==> src/rtl/ts_pkt_arbiter.sv <==
// Round-robin arbiter that forwards whole TS packets from one of four byte-wide
// requester ports onto a single byte stream, discarding bytes until a sync is seen.
//
// state | meaning
// IDLE  | no packet in flight; pick the next sync-flagged port after last_grant
// PASS  | forwarding bytes of the granted port until PACKET_LEN bytes or a short abort
module ts_pkt_arbiter #(
  parameter int PACKET_LEN = 188,
  parameter int NUM_PORTS  = 4
) (
  input  logic                   clk,
  input  logic                   rst_n,
  input  logic [NUM_PORTS-1:0]   port_enable,
  input  logic [NUM_PORTS-1:0]   in_valid,
  input  logic [NUM_PORTS-1:0]   in_sync,
  input  logic [8*NUM_PORTS-1:0] in_data,
  output logic [NUM_PORTS-1:0]   in_ready,
  input  logic                   out_ready,
  output logic                   mpeg_valid_out,
  output logic                   mpeg_sync_out,
  output logic [7:0]             mpeg_data_out,
  output logic [1:0]             grant,
  output logic                   busy,
  output logic [31:0]            pkt_count,
  output logic [15:0]            short_err_count,
  output logic [15:0]            drop_count
);

  localparam logic [7:0] LAST_BYTE = 8'(PACKET_LEN - 1);

  typedef enum logic {IDLE, PASS} state_t;

  state_t                 state, state_nxt;
  logic [1:0]             grant_nxt;
  logic [1:0]             last_grant, last_grant_nxt;
  logic [7:0]             byte_cnt, byte_cnt_nxt;
  logic                   ready_en;
  logic [NUM_PORTS-1:0]   req;
  logic [NUM_PORTS-1:0]   drop_xfer;
  logic [1:0]             rr_sel;
  logic [1:0]             rr_idx;
  logic                   rr_hit;
  logic                   g_valid;
  logic                   g_sync;
  logic [7:0]             g_data;
  logic                   short_pkt;
  logic                   pkt_done;
  logic [2:0]             drop_num;
  logic [16:0]            drop_sum;

  assign req     = port_enable & in_valid & in_sync;
  assign g_valid = in_valid[grant];
  assign g_sync  = in_sync[grant];
  assign g_data  = in_data[{grant, 3'b000} +: 8];
  assign busy    = (state == PASS);

  // Search order starts just after the last granted port.
  always_comb begin
    rr_sel = last_grant;
    rr_hit = 1'b0;
    rr_idx = last_grant;
    for (int k = 1; k <= NUM_PORTS; k++) begin
      rr_idx = last_grant + 2'(k);
      if (!rr_hit && req[rr_idx]) begin
        rr_sel = rr_idx;
        rr_hit = 1'b1;
      end
    end
  end

  always_comb begin
    state_nxt      = state;
    grant_nxt      = grant;
    last_grant_nxt = last_grant;
    byte_cnt_nxt   = byte_cnt;
    in_ready       = '0;
    drop_xfer      = '0;
    mpeg_valid_out = 1'b0;
    mpeg_sync_out  = 1'b0;
    mpeg_data_out  = 8'h00;
    short_pkt      = 1'b0;
    pkt_done       = 1'b0;

    // Non-sync heads on idle ports are flushed; sync heads wait for arbitration.
    for (int i = 0; i < NUM_PORTS; i++) begin
      if (port_enable[i] && !(state == PASS && grant == 2'(i)))
        drop_xfer[i] = ready_en & in_valid[i] & ~in_sync[i];
    end
    in_ready = drop_xfer;

    case (state)
      IDLE: begin
        if (rr_hit) begin
          grant_nxt    = rr_sel;
          byte_cnt_nxt = 8'd0;
          state_nxt    = PASS;
        end
      end
      PASS: begin
        if (byte_cnt != 8'd0 && g_valid && g_sync) begin
          // A new packet started before this one finished; leave its sync byte queued.
          short_pkt      = 1'b1;
          last_grant_nxt = grant;
          byte_cnt_nxt   = 8'd0;
          state_nxt      = IDLE;
        end else begin
          mpeg_valid_out  = g_valid;
          mpeg_sync_out   = g_valid && (byte_cnt == 8'd0);
          mpeg_data_out   = g_data;
          in_ready[grant] = out_ready & ready_en;
          if (g_valid && out_ready && ready_en) begin
            if (byte_cnt == LAST_BYTE) begin
              pkt_done       = 1'b1;
              last_grant_nxt = grant;
              byte_cnt_nxt   = 8'd0;
              state_nxt      = IDLE;
            end else begin
              byte_cnt_nxt = byte_cnt + 8'd1;
            end
          end
        end
      end
      default: state_nxt = IDLE;
    endcase
  end

  always_comb begin
    drop_num = 3'd0;
    for (int i = 0; i < NUM_PORTS; i++)
      drop_num = drop_num + {2'b00, drop_xfer[i]};
    drop_sum = {1'b0, drop_count} + {14'd0, drop_num};
  end

  always_ff @(posedge clk or negedge rst_n) begin
    if (!rst_n) begin
      state      <= IDLE;
      grant      <= 2'd0;
      last_grant <= 2'd3;
      byte_cnt   <= 8'd0;
      ready_en   <= 1'b0;
    end else begin
      state      <= state_nxt;
      grant      <= grant_nxt;
      last_grant <= last_grant_nxt;
      byte_cnt   <= byte_cnt_nxt;
      ready_en   <= 1'b1;
    end
  end

  always_ff @(posedge clk or negedge rst_n) begin
    if (!rst_n) begin
      pkt_count       <= 32'd0;
      short_err_count <= 16'd0;
      drop_count      <= 16'd0;
    end else begin
      if (pkt_done)
        pkt_count <= pkt_count + 32'd1;
      if (short_pkt && short_err_count != 16'hFFFF)
        short_err_count <= short_err_count + 16'd1;
      drop_count <= drop_sum[16] ? 16'hFFFF : drop_sum[15:0];
    end
  end

endmodule

==> config.mk <==
export PLATFORM = sky130hd
export DESIGN_NAME = ts_pkt_arbiter
export DESIGN_NICKNAME = d
export VERILOG_FILES = /design/src/rtl/ts_pkt_arbiter.sv
export SDC_FILE = /design/constraint.sdc
export NUM_CORES = 1
export LEC_CHECK = 0
export ABC_AREA = 1
export BUFFER_PORTS_ARGS = -buffer_cell sky130_fd_sc_hd__buf_4
export CAP_MARGIN = 10
export CORE_MARGIN = 2
export CORE_UTILIZATION = 40
export DETAILED_ROUTE_END_ITERATION = 6
export REMOVE_ABC_BUFFERS = 1
export SETUP_SLACK_MARGIN = 0.5
export SLEW_MARGIN = 20
export SYNTH_ARGS = -nofsm -noshare
export SYNTH_HDL_FRONTEND = slang
export SYNTH_SLANG_ARGS = --single-unit
==> constraint.sdc <==
create_clock -name clk -period 5.6 [get_ports clk]
set_input_delay 0.56 -clock clk [delete_from_list [all_inputs] [get_ports clk]]
set_output_delay 0.56 -clock clk [all_outputs]
set_load 0.01 [all_outputs]
==> results.yml, run 1 <==
run_status:
  outcome: "complete, no violations"
drt:
  drt_wl_total_um: 14710
  drt-initial-drc-count: 443
  detail-route-antenna-nets: 0
  drt_first_pass_iters: 5
  route.vias.total: 5275
  vias_per_cell: 5.000
  route.detailed.wl_per_inst_um: 13.94
  drcViolationCount: 0
power:
  pwr-share-clk_pct: 23.8
  p_seq_share_pct: 34.2
  p_switching_uw: 927.1
  pwr-share-comb_pct: 42.0
  p_int_mw: 1.312
  ir_drop_v: 0.0001969
  leakage_nw: 3.332
  powerDensity_nw_per_um2: 335.7
  switching_share_pct: 41.41
clock_network:
  clock-root-buffer: "clkbuf_16"
  cts.sinks: 78
  clk-insertion-delay-late_ns: 0.35
  cts-htree-levels: 3
  cts_resized: 0
  numCtsBuffers: 9
  cts_tree: "built"
  clkTransAtPathRegs_ns: 0.06
  cts_hold_buf: 0
  cts_setup_buffers: 0
  clock_path_buffers: 2
cells_and_area:
  final_core_util_pct: 50.76
  multi_input_area_um2: 2997
  finalNetCount: 930
  register_area_um2: 1954
  final_cell_area_um2: 6669
  area_growth_pct: 24.74
  insertedDiodeCount: 0
  instances_no_fill: 1055
  nFillCells: 1312
  drive_above_1_share_pct: 20.14
die:
  dieArea_um2: 14310
  core.rowCount: 42
  io_pins: 128
  coreArea_um2: 13140
  die_y_um: 119.6
  die_w_um: 119.6
  start_util_pct: 40.70
timing:
  worst_pin_slew_ns: 0.7137
  period_needed_ns: 3.681
  clock_skew_ns: 0.006870
  setup_ws_ns: 1.919
  fmaxAchievable_mhz: 271.7
  finalHoldViolCount: 0
  rsz0062_at_grt: "false"
  period_share_pct: 65.73
  finalSetupViolCount: 0
  drv_slew: 0
  max_slew_margin_pct: 52.42
  tns_ns: 0
worst_setup_path:
  end_kind: "register"
  critPathLaunchType: "register"
  crit_arrival_ns: 3.91
  critPathKind: "register to register"
  required_ns: 5.83
  path_max_fanout: 15
hold_path:
  min_path_type: "input port to asynchronous set/reset pin"
logic_synthesis:
  seq_area_frac_synth_pct: 36.56
  synth_area_um2: 5346
  synth_seq_cells: 78
  ys_types: 40
  yosysWarnings: 0
  synthCells: 752
  avgSynthCellArea_um2: 7.110
global_route:
  grt_pass1_wl_um: 24410
  grt_pass1_vias: 4970
  grt_max_degree: 79
  antenna_found_initial: 0
  grt-ovfl-total: 0
  grt_usage_pct: 20.89
job:
  maxCapViolCount: 0
placement:
  dp_hpwl_um: 10940
  dp_cells: 1040
  place.gp.congestion: 0.9328
  placed_cell_area_um2: 6400
  dpl_worst_slack_ns: 1.969
  numPortBuffers: 127
==> power by group through the flow <==
stage	Combinational (mW)	Clock [mW]	Sequential (mW)
2_1_floorplan	0.549	0	0.788
3_3_place_gp	0.928	0	0.771
3_5_place_dp	0.941	0	0.773
4_1_cts	0.944	0.549	0.766
5_1_grt	1.05	0.570	0.782
6_report	0.940	0.534	0.765
==> Yosys cell counts, drive strengths merged <==
| cell | instances | area share (%) |
|---|---|---|
| clkbuf | 3 | 0.21 |
| nand2 | 273 | 20 |
| nor2b | 1 | 0.26 |
| o22ai | 1 | 0.12 |
| nor3b | 1 | 0.14 |
| inv | 69 | 4.9 |
| nand3 | 77 | 7.9 |
| nor3 | 30 | 2.8 |
| dfstp | 2 | 0.98 |
| a21oi | 2 | 0.19 |
| a31oi | 10 | 1.2 |
| nand3b | 7 | 0.98 |
| a31o | 2 | 0.33 |
| nor2 | 70 | 5.5 |
| fa | 3 | 1.1 |
| clkinv | 1 | 0.070 |
| xnor2 | 17 | 2.8 |
| buf | 13 | 2.2 |
| conb | 1 | 0.070 |
| nand4 | 17 | 2.0 |
| nor4 | 3 | 0.35 |
| a22oi | 8 | 1.1 |
| a21boi | 1 | 0.14 |
| dfrtp | 76 | 36 |
| xor2 | 30 | 4.9 |
| o21ai | 29 | 3.0 |
| ha | 5 | 1.2 |
==> layout by cell type, fill, tap and decap left out, drive strengths merged <==
master	instances
dfstp	2
o21ai	29
nor4	3
nor3	30
nand3	77
dfrtp	76
xor2	30
nand2	273
buf	128
nand3b	7
a31oi	10
a31o	2
a21boi	1
nand4	17
clkbuf	9
a21oi	2
ha	5
nor3b	1
fa	3
inv	69
a22oi	8
clkinvlp	1
nor2	70
xnor2	17
nor2b	1
o22ai	1
conb	1
clkinv	6
==> metal layers <==
layer  up-vias  track usage (%)  wire length (um)
met5         -                0                 0
met4         0            6.985               293
met3        25            3.897               582
met2       124            34.00              7007
met1      2454            28.01              6822
li1       2672                -                 -
==> path summary, 6_finish.rpt <==
check / from / endpoint / slack (ns) / cells past startpoint
max: busy / drop_count[7] / 1.92 / 15
min: rst_n / pkt_count[7] / 0.26 / 1
max reg2reg: busy / drop_count[7] / 1.92 / 15
min reg2reg: byte_cnt[6] / byte_cnt[6] / 0.52 / 2
max in group asynchronous: rst_n / byte_cnt[1] / 4.86 / 1
min in group clk: byte_cnt[6] / byte_cnt[6] / 0.52 / 2
==> critical path, stage by stage, from the launching register on <==
cell and delay, ns:
dfrtp_1 0.37, inv_1 0.38, nor3_1 0.12, nor4_1 0.48, fa_1 0.53, inv_1 0.09
fa_1 0.17, inv_1 0.06, fa_1 0.40, nand3_1 0.12, nor2_1 0.07, nand4_1 0.11
inv_1 0.11, nand3_1 0.25, a21boi_0 0.20, o21ai_0 0.10
==> cell families (layout without fill, tap and decap cells) <==
kind of cell | after synthesis | in the layout | share of synthesized area (%)
adder cells (fa/ha/maj) | 8 | 8 | 2.294
XOR/XNOR | 47 | 47 | 7.699
buffers and inverters | 86 | 213 | 7.395
AO/OA/AOI/OAI | 53 | 53 | 6.061
other | 1 | 1 | 0.07014
AND/OR/NAND/NOR | 479 | 479 | 39.93
flip-flops | 78 | 78 | 36.56
==> through the flow <==
stage / hold WS [ns] / total power [mW]
after floorplan: 0.2644 / 1.337
after global placement: 0.5026 / 1.699
after detailed placement: 0.5056 / 1.714
after CTS: 0.4262 / 2.259
after global routing: 0.3260 / 2.397
final: 0.2556 / 2.239
==> state kept, by name, summed over array words and instances, names as in the netlist <==
name and flops:
grant 2, ready_en 1, drop_count 16, busy 1, short_err_count 16, byte_cnt 8, pkt_count 32, last_grant 2
==> layout make-up <==
cell class | count | share of cell area [%]
clock buffers | 9 | 3.377
clock inverters | 6 | 0.6004
inverters | 70 | 4.015
multi-input cells | 588 | 44.93
flip-flops and latches | 78 | 29.31
well taps | 176 | 3.302
repair buffers | 128 | 14.47
No activity file was read; power rests on OpenSTA's default activity.
==> run 2: changes to the inputs <==
- clock period: 5.6 -> 3.8 ns (I/O delays scaled with it)
==> run 2 against run 1 <==
  * Register-to-register slack got worse by 1.2 ns
  * Combinational power rose by 55%
  * First-iteration DRC count fell by 30%
  * Critical endpoint unchanged
  * Largest cell class unchanged
==> results.yml, run 2 (synthesis results as in run 1) <==
timing:
  worst_pin_slew_ns: 0.7179
  max_slew_margin_pct: 52.14
  tns_ns: 0
  fmaxAchievable_mhz: 324.7
  period_share_pct: 81.04
  period_needed_ns: 3.079
  finalSetupViolCount: 0
  clock_skew_ns: 0.008481
  finalHoldViolCount: 0
  drv_slew: 0
  rsz0062_at_grt: "false"
worst_setup_path:
  critPathKind: "register to register"
  cp_slowest_cell: "fa_1"
  worst-path-buf-inv: 4
  path_max_fanout: 8
  critPathTopFamily: "adder cells"
  cpPeakStageDelay_ns: 0.50
  end_kind: "register"
  crit_arrival_ns: 3.35
  critPathLaunchType: "register"
  crit_chain: "inv_2 -> nand2_2 -> nor2_4 -> nor4_2 -> fa_1 -> inv_1 -> fa_1 -> inv_1 -> fa_2 -> nand3_1 -> nor2_2 -> nand4_1 -> inv_2 -> nand3_4 -> a21boi_0 -> o21ai_0"
  required_ns: 4.07
cells_and_area:
  drive_above_1_share_pct: 22.12
  largest_reg_flops: 32
  instances_no_fill: 1062
  nFillCells: 1352
  top_register: "pkt_count"
  insertedDiodeCount: 0
  layout_commonest_cell: "nand2_1"
  register_area_um2: 1957
  finalNetCount: 936
  multi_input_area_um2: 3060
  final_cell_mix: "nand2_1, buf_4, dfrtp_1"
  area_growth_pct: 28.39
  largestRegisters: "pkt_count: 32 flops, drop_count: 16 flops, short_err_count: 16 flops"
  final_cell_area_um2: 6864
die:
  coreArea_um2: 13140
  start_util_pct: 40.70
  die_y_um: 119.6
  dieArea_um2: 14310
  die_w_um: 119.6
  io_pins: 128
  core.rowCount: 42
clock_network:
  cts.sinks: 78
  clock-root-buffer: "clkbuf_16"
  clkTransAtPathRegs_ns: 0.06
  clk-insertion-delay-late_ns: 0.35
  numCtsBuffers: 9
  cts_hold_buf: 0
  cts-htree-levels: 3
  clock_path_buffers: 2
  cts_tree: "built"
global_route:
  grt_usage_pct: 20.84
  grt_pass1_vias: 5073
  antenna_found_initial: 0
  grt_pass1_wl_um: 24230
  grt_max_degree: 79
  grt-ovfl-total: 0
drt:
  dr_wl_met2_um: 7088
  drt_wl_total_um: 14770
  detail-route-antenna-nets: 0
  route.detailed.wl_per_inst_um: 13.90
  top_layer: "met4"
  vias_per_cell: 5.048
  drt-initial-drc-count: 312
  drt_first_pass_iters: 5
  wl_met3_um: 601
  drcViolationCount: 0
  wl_met1_um: 6801
  route.vias.total: 5361
run_status:
  outcome: "complete, no violations"
placement:
  placed_cell_area_um2: 6407
  numPortBuffers: 127
  place.gp.congestion: 0.8916
  dp_cells: 1041
  dp_hpwl_um: 10900
power:
  ir_drop_v: 0.0003452
  leakage_nw: 3.393
  powerDensity_nw_per_um2: 522.8
hold_path:
  min_path_type: "input port to asynchronous set/reset pin"
job:
  maxCapViolCount: 0
## run 2: changes by cell type in the layout (fill, tap and decap cells not counted), moves of 2 or more
cell,before,now
buf_4,127,133
bufinv_16,0,3
clkinv_2,3,0
nor2_1,65,62
dfrtp_1,76,74
dfrtp_2,0,2
nand3_1,74,72
nor2_4,1,3
nor4_1,3,1
nor4_2,0,2
## run 2: what timing repair did
action	CTS	global route
endpoints found under the setup margin	15	16
resized for setup	4	14
setup buffers	0	5
pin swaps	0	3
## run 2: through the flow
| stage | power, mW | setup WS, ns | utilization [%] | hold slack [ns] |
|---|---|---|---|---|
| 3_3_place_gp | 2.503 | 0.4215 | 48.77 | 0.4954 |
| 2_1_floorplan | 1.970 | -0.01326 | - | 0.08441 |
| 4_1_cts | 3.560 | 0.5017 | 51.53 | 0.2447 |
| 5_1_grt | 3.847 | 0.4659 | 52.25 | 0.1302 |
| 6_report | 3.589 | 0.7205 | 52.25 | 0.06739 |
| 3_5_place_dp | 2.528 | 0.2492 | 48.77 | 0.5131 |
## run 2: layout make-up
cell class	instances	share of cell area [%]
clock buffers	11	3.536
clock inverters	5	1.549
inverters	70	3.901
multi-input cells	588	44.59
flip-flops and latches	78	28.51
well taps	176	3.208
repair buffers	134	14.71
## run 2: worst register-to-register path, stage by stage, from the launching register on
cell      delay [ns]
dfrtp_2         0.45
inv_2           0.07
nand2_2         0.07
nor2_4          0.13
nor4_2          0.06
fa_1            0.50
inv_1           0.06
fa_1            0.40
inv_1           0.10
fa_2            0.21
nand3_1         0.11
nor2_2          0.16
nand4_1         0.16
inv_2           0.15
nand3_4         0.13
a21boi_0        0.16
o21ai_0         0.08
## run 2: power breakdown
part	switching, mW	leakage (nW)	internal [mW]
Clock	0.352	0.166	0.661
Sequential	0.162	1.04	0.951
Combinational	0.873	2.19	0.590
## run 2: metal layers
| layer | up-vias | track usage [%] |
|---|---|---|
| met5 | - | 0 |
| met4 | 0 | 6.838 |
| met3 | 22 | 4.515 |
| met2 | 109 | 33.96 |
| met1 | 2532 | 27.58 |
| li1 | 2698 | - |
## run 2: final timing paths
check	start	endpoint	slack [ns]	cells past startpoint
max in group asynchronous	rst_n	grant[0]	3.19	1
hold reg to reg	pkt_count[26]	pkt_count[26]	0.52	2
setup / recovery	grant[0]	drop_count[7]	0.72	16
setup reg to reg	grant[0]	drop_count[7]	0.72	16
hold / removal	rst_n	pkt_count[4]	0.07	1
min in group clk	in_sync[3]	drop_count[0]	0.51	5
==> run 3: changes to the inputs <==
- ABC_AREA: 1 -> 0
- clock period: 3.8 -> 3.1 ns (I/O delays scaled with it)
==> run 3 against run 2 <==
  * The flow now finishes with violations (negative hold slack)
  * Critical path type unchanged
  * Utilization grew 2.9 points
  * Cell count is 33% lower
  * Design area is 14% lower
  * Maximum frequency rose by 7.1%
  * Highest routed layer unchanged
  * Synthesized area decreased by 18%
  * Non-clock buffer count up 18
  * Total power up 1.4%
  * Worst hold slack lost 0.091 ns
  * Largest cell class unchanged
==> results.yml, run 3 <==
run_status:
  outcome: "complete, but fails checks"
  violations: "negative hold slack"
logic_synthesis:
  synth_flop_cell: "dfrtp_1"
  synthCells: 419
  synth_edf_count: 0
  yosysTopAreaCellShare_pct: 43.59
  yosysWarnings: 0
  ys_async_sr_fraction_pct: 100.0
  synth_common_cells: "dfrtp_1, nand2_1, xnor2_1, nand3_1, xor2_1"
  seq_area_frac_synth_pct: 44.79
  avgSynthCellArea_um2: 10.41
  synth.area.top_cells: "dfrtp_1, xnor2_1, xor2_1"
  synth_area_um2: 4363
  synth_seq_cells: 78
  synth.most_common_cell: "dfrtp_1"
  ys_types: 61
  yosys.area.top_type: "dfrtp_1"
timing:
  max_slew_margin_pct: 51.13
  finalSetupViolCount: 0
  finalHoldViolCount: 13
  fmaxAchievable_mhz: 347.8
  worst_pin_slew_ns: 0.7317
  setup_ws_ns: 0.2250
  fin_hold_ws_ns: -0.02373
  period_share_pct: 92.74
  drv_slew: 0
  period_needed_ns: 2.875
  clock_skew_ns: 0.009995
  rsz0062_at_grt: "true"
drt:
  route.detailed.wl_per_inst_um: 16.33
  drcViolationCount: 0
  drt_first_pass_iters: 4
  detail-route-antenna-nets: 0
  drt_wl_total_um: 11680
  vias_per_cell: 5.292
  drt-initial-drc-count: 150
  route.vias.total: 3784
cells_and_area:
  nFillCells: 983
  largest_reg_flops: 32
  drive_above_1_share_pct: 39.30
  top_register: "pkt_count"
  largestRegisters: "pkt_count: 32 flops, drop_count: 16 flops, short_err_count: 16 flops"
  finalNetCount: 627
  area_growth_pct: 35.93
  final_cell_mix: "buf_4, dfrtp_1, nand2_1"
  layout_commonest_cell: "buf_4"
  final_cell_area_um2: 5931
  insertedDiodeCount: 0
die:
  die_y_um: 108.4
  start_util_pct: 40.60
  io_pins: 128
  dieArea_um2: 11760
  die_w_um: 108.4
  coreArea_um2: 10750
  core.rowCount: 38
clock_network:
  cts-htree-levels: 3
  cts.sinks: 78
  cts_tree: "built"
  clk-insertion-delay-late_ns: 0.35
  cts_hold_buf: 0
  clkTransAtPathRegs_ns: 0.07
  numCtsBuffers: 9
  clock-root-buffer: "clkbuf_8"
  clock_path_buffers: 2
placement:
  dp_hpwl_um: 8545
  place.gp.congestion: 0.8338
  dpl_worst_slack_ns: -0.1221
  numPortBuffers: 127
  placed_cell_area_um2: 5573
power:
  power_mw: 3.637
  ir_drop_v: 0.0003219
  leakage_nw: 2.852
  powerDensity_nw_per_um2: 613.3
worst_setup_path:
  path_max_fanout: 7
  rrSetupSlack_ns: 0.23
  end_kind: "register"
  reg2reg_from: "grant[0]"
  startpoint: "grant[0]"
  reg2reg_depth: 13
  critPathKind: "register to register"
  crit_arrival_ns: 3.16
  critPathLaunchType: "register"
  worstReg2RegEnd: "drop_count[3]"
  required_ns: 3.38
global_route:
  grt_usage_pct: 20.04
  met3_usage_pct: 4.521
  antenna_found_initial: 0
  grt-ovfl-total: 0
  grt.busiest_layer: "met2"
  grt_pass1_vias: 3626
  grt_max_degree: 79
  grt.met1_usage_pct: 26.06
  grt_util_met2_pct: 33.04
  grt_pass1_wl_um: 18320
hold_path:
  min_path_type: "input port to asynchronous set/reset pin"
job:
  maxCapViolCount: 0
[run 3: cell types whose count changed after synthesis, moves of 9 or more]
cell / change
nand2_1: -223
inv_1: -47
nand3_1: -45
nor2_1: -42
xnor2_1: +14
and3_1: +10
nor3_1: -10
a31oi_1: -9
mux4_2: +9
o21ai_1: -9
[run 3: kinds of logic (layout without fill, tap and decap cells)]
kind of cell / count (synthesis) / count (layout) / share of synthesized area [%]
AND/OR/NAND/NOR: 186 / 187 / 23.46
flip-flops: 78 / 78 / 44.79
XOR/XNOR: 57 / 57 / 11.61
AO/OA/AOI/OAI: 44 / 44 / 7.371
buffers and inverters: 26 / 181 / 2.696
multiplexers: 19 / 19 / 7.169
adder cells (fa/ha/maj): 8 / 8 / 2.810
other: 1 / 1 / 0.08595
[run 3: routing by layer]
metal	routed length, um	part of all wire (%)
met1	4952	42
met2	5796	50
met3	780	6.7
met4	148	1.3
met5	0	0
[run 3: worst max-delay path by stage]
stage	endpoint	slack (ns)	depth (start not counted)
floorplan	drop_count[1]	-0.38	12
global placement	drop_count[1]	-0.02	13
detailed placement	drop_count[1]	-0.12	13
CTS	drop_count[3]	0.26	13
global route	drop_count[3]	0.06	13
finish	drop_count[3]	0.23	13
[run 3: critical path, cell delays in order (launching register included)]
cell     delay [ns]
dfrtp_1        0.40
nor2b_2        0.18
a21oi_2        0.10
fa_1           0.50
inv_1          0.05
fa_2           0.35
inv_2          0.07
fa_2           0.22
nand3_2        0.10
nor4b_2        0.23
buf_4          0.17
nand3_4        0.08
or2_4          0.29
nand2_1        0.08
[run 3: where the power goes]
part	internal (mW)	switching, mW	total [mW]
clock	0.359	0.367	0.726
sequential	1.16	0.179	1.34
combinational	0.786	0.790	1.58
total	2.30	1.34	3.64
[run 3: repair_timing]
item,in CTS,in global routing
gates cloned,1,0
pin swaps,6,2
setup endpoints to repair,29,38
resized for setup,21,13
setup buffers,3,3
[run 3: cell type report]
cell class | count | area (um^2) | share of cell area (%)
multi-input cells | 316 | 2412 | 40.68
well taps | 140 | 175.2 | 2.954
repair buffers | 152 | 1156 | 19.49
flip-flops and latches | 78 | 1954 | 32.95
clock buffers | 9 | 123.9 | 2.089
inverters | 15 | 56.30 | 0.9494
clock inverters | 5 | 52.55 | 0.8861
[run 3: metrics by stage]
stage | hold WS [ns] | utilization [%] | TNS [ns] | std cells
floorplan | 0.01441 | - | -4.945 | 408
global placement | 0.4837 | 51.86 | -0.1292 | 694
detailed placement | 0.4905 | 51.86 | -1.422 | 694
CTS | 0.1615 | 54.47 | 0 | 712
global route | 0.04241 | 55.19 | 0 | 715
finish | -0.02373 | 55.19 | 0 | 715
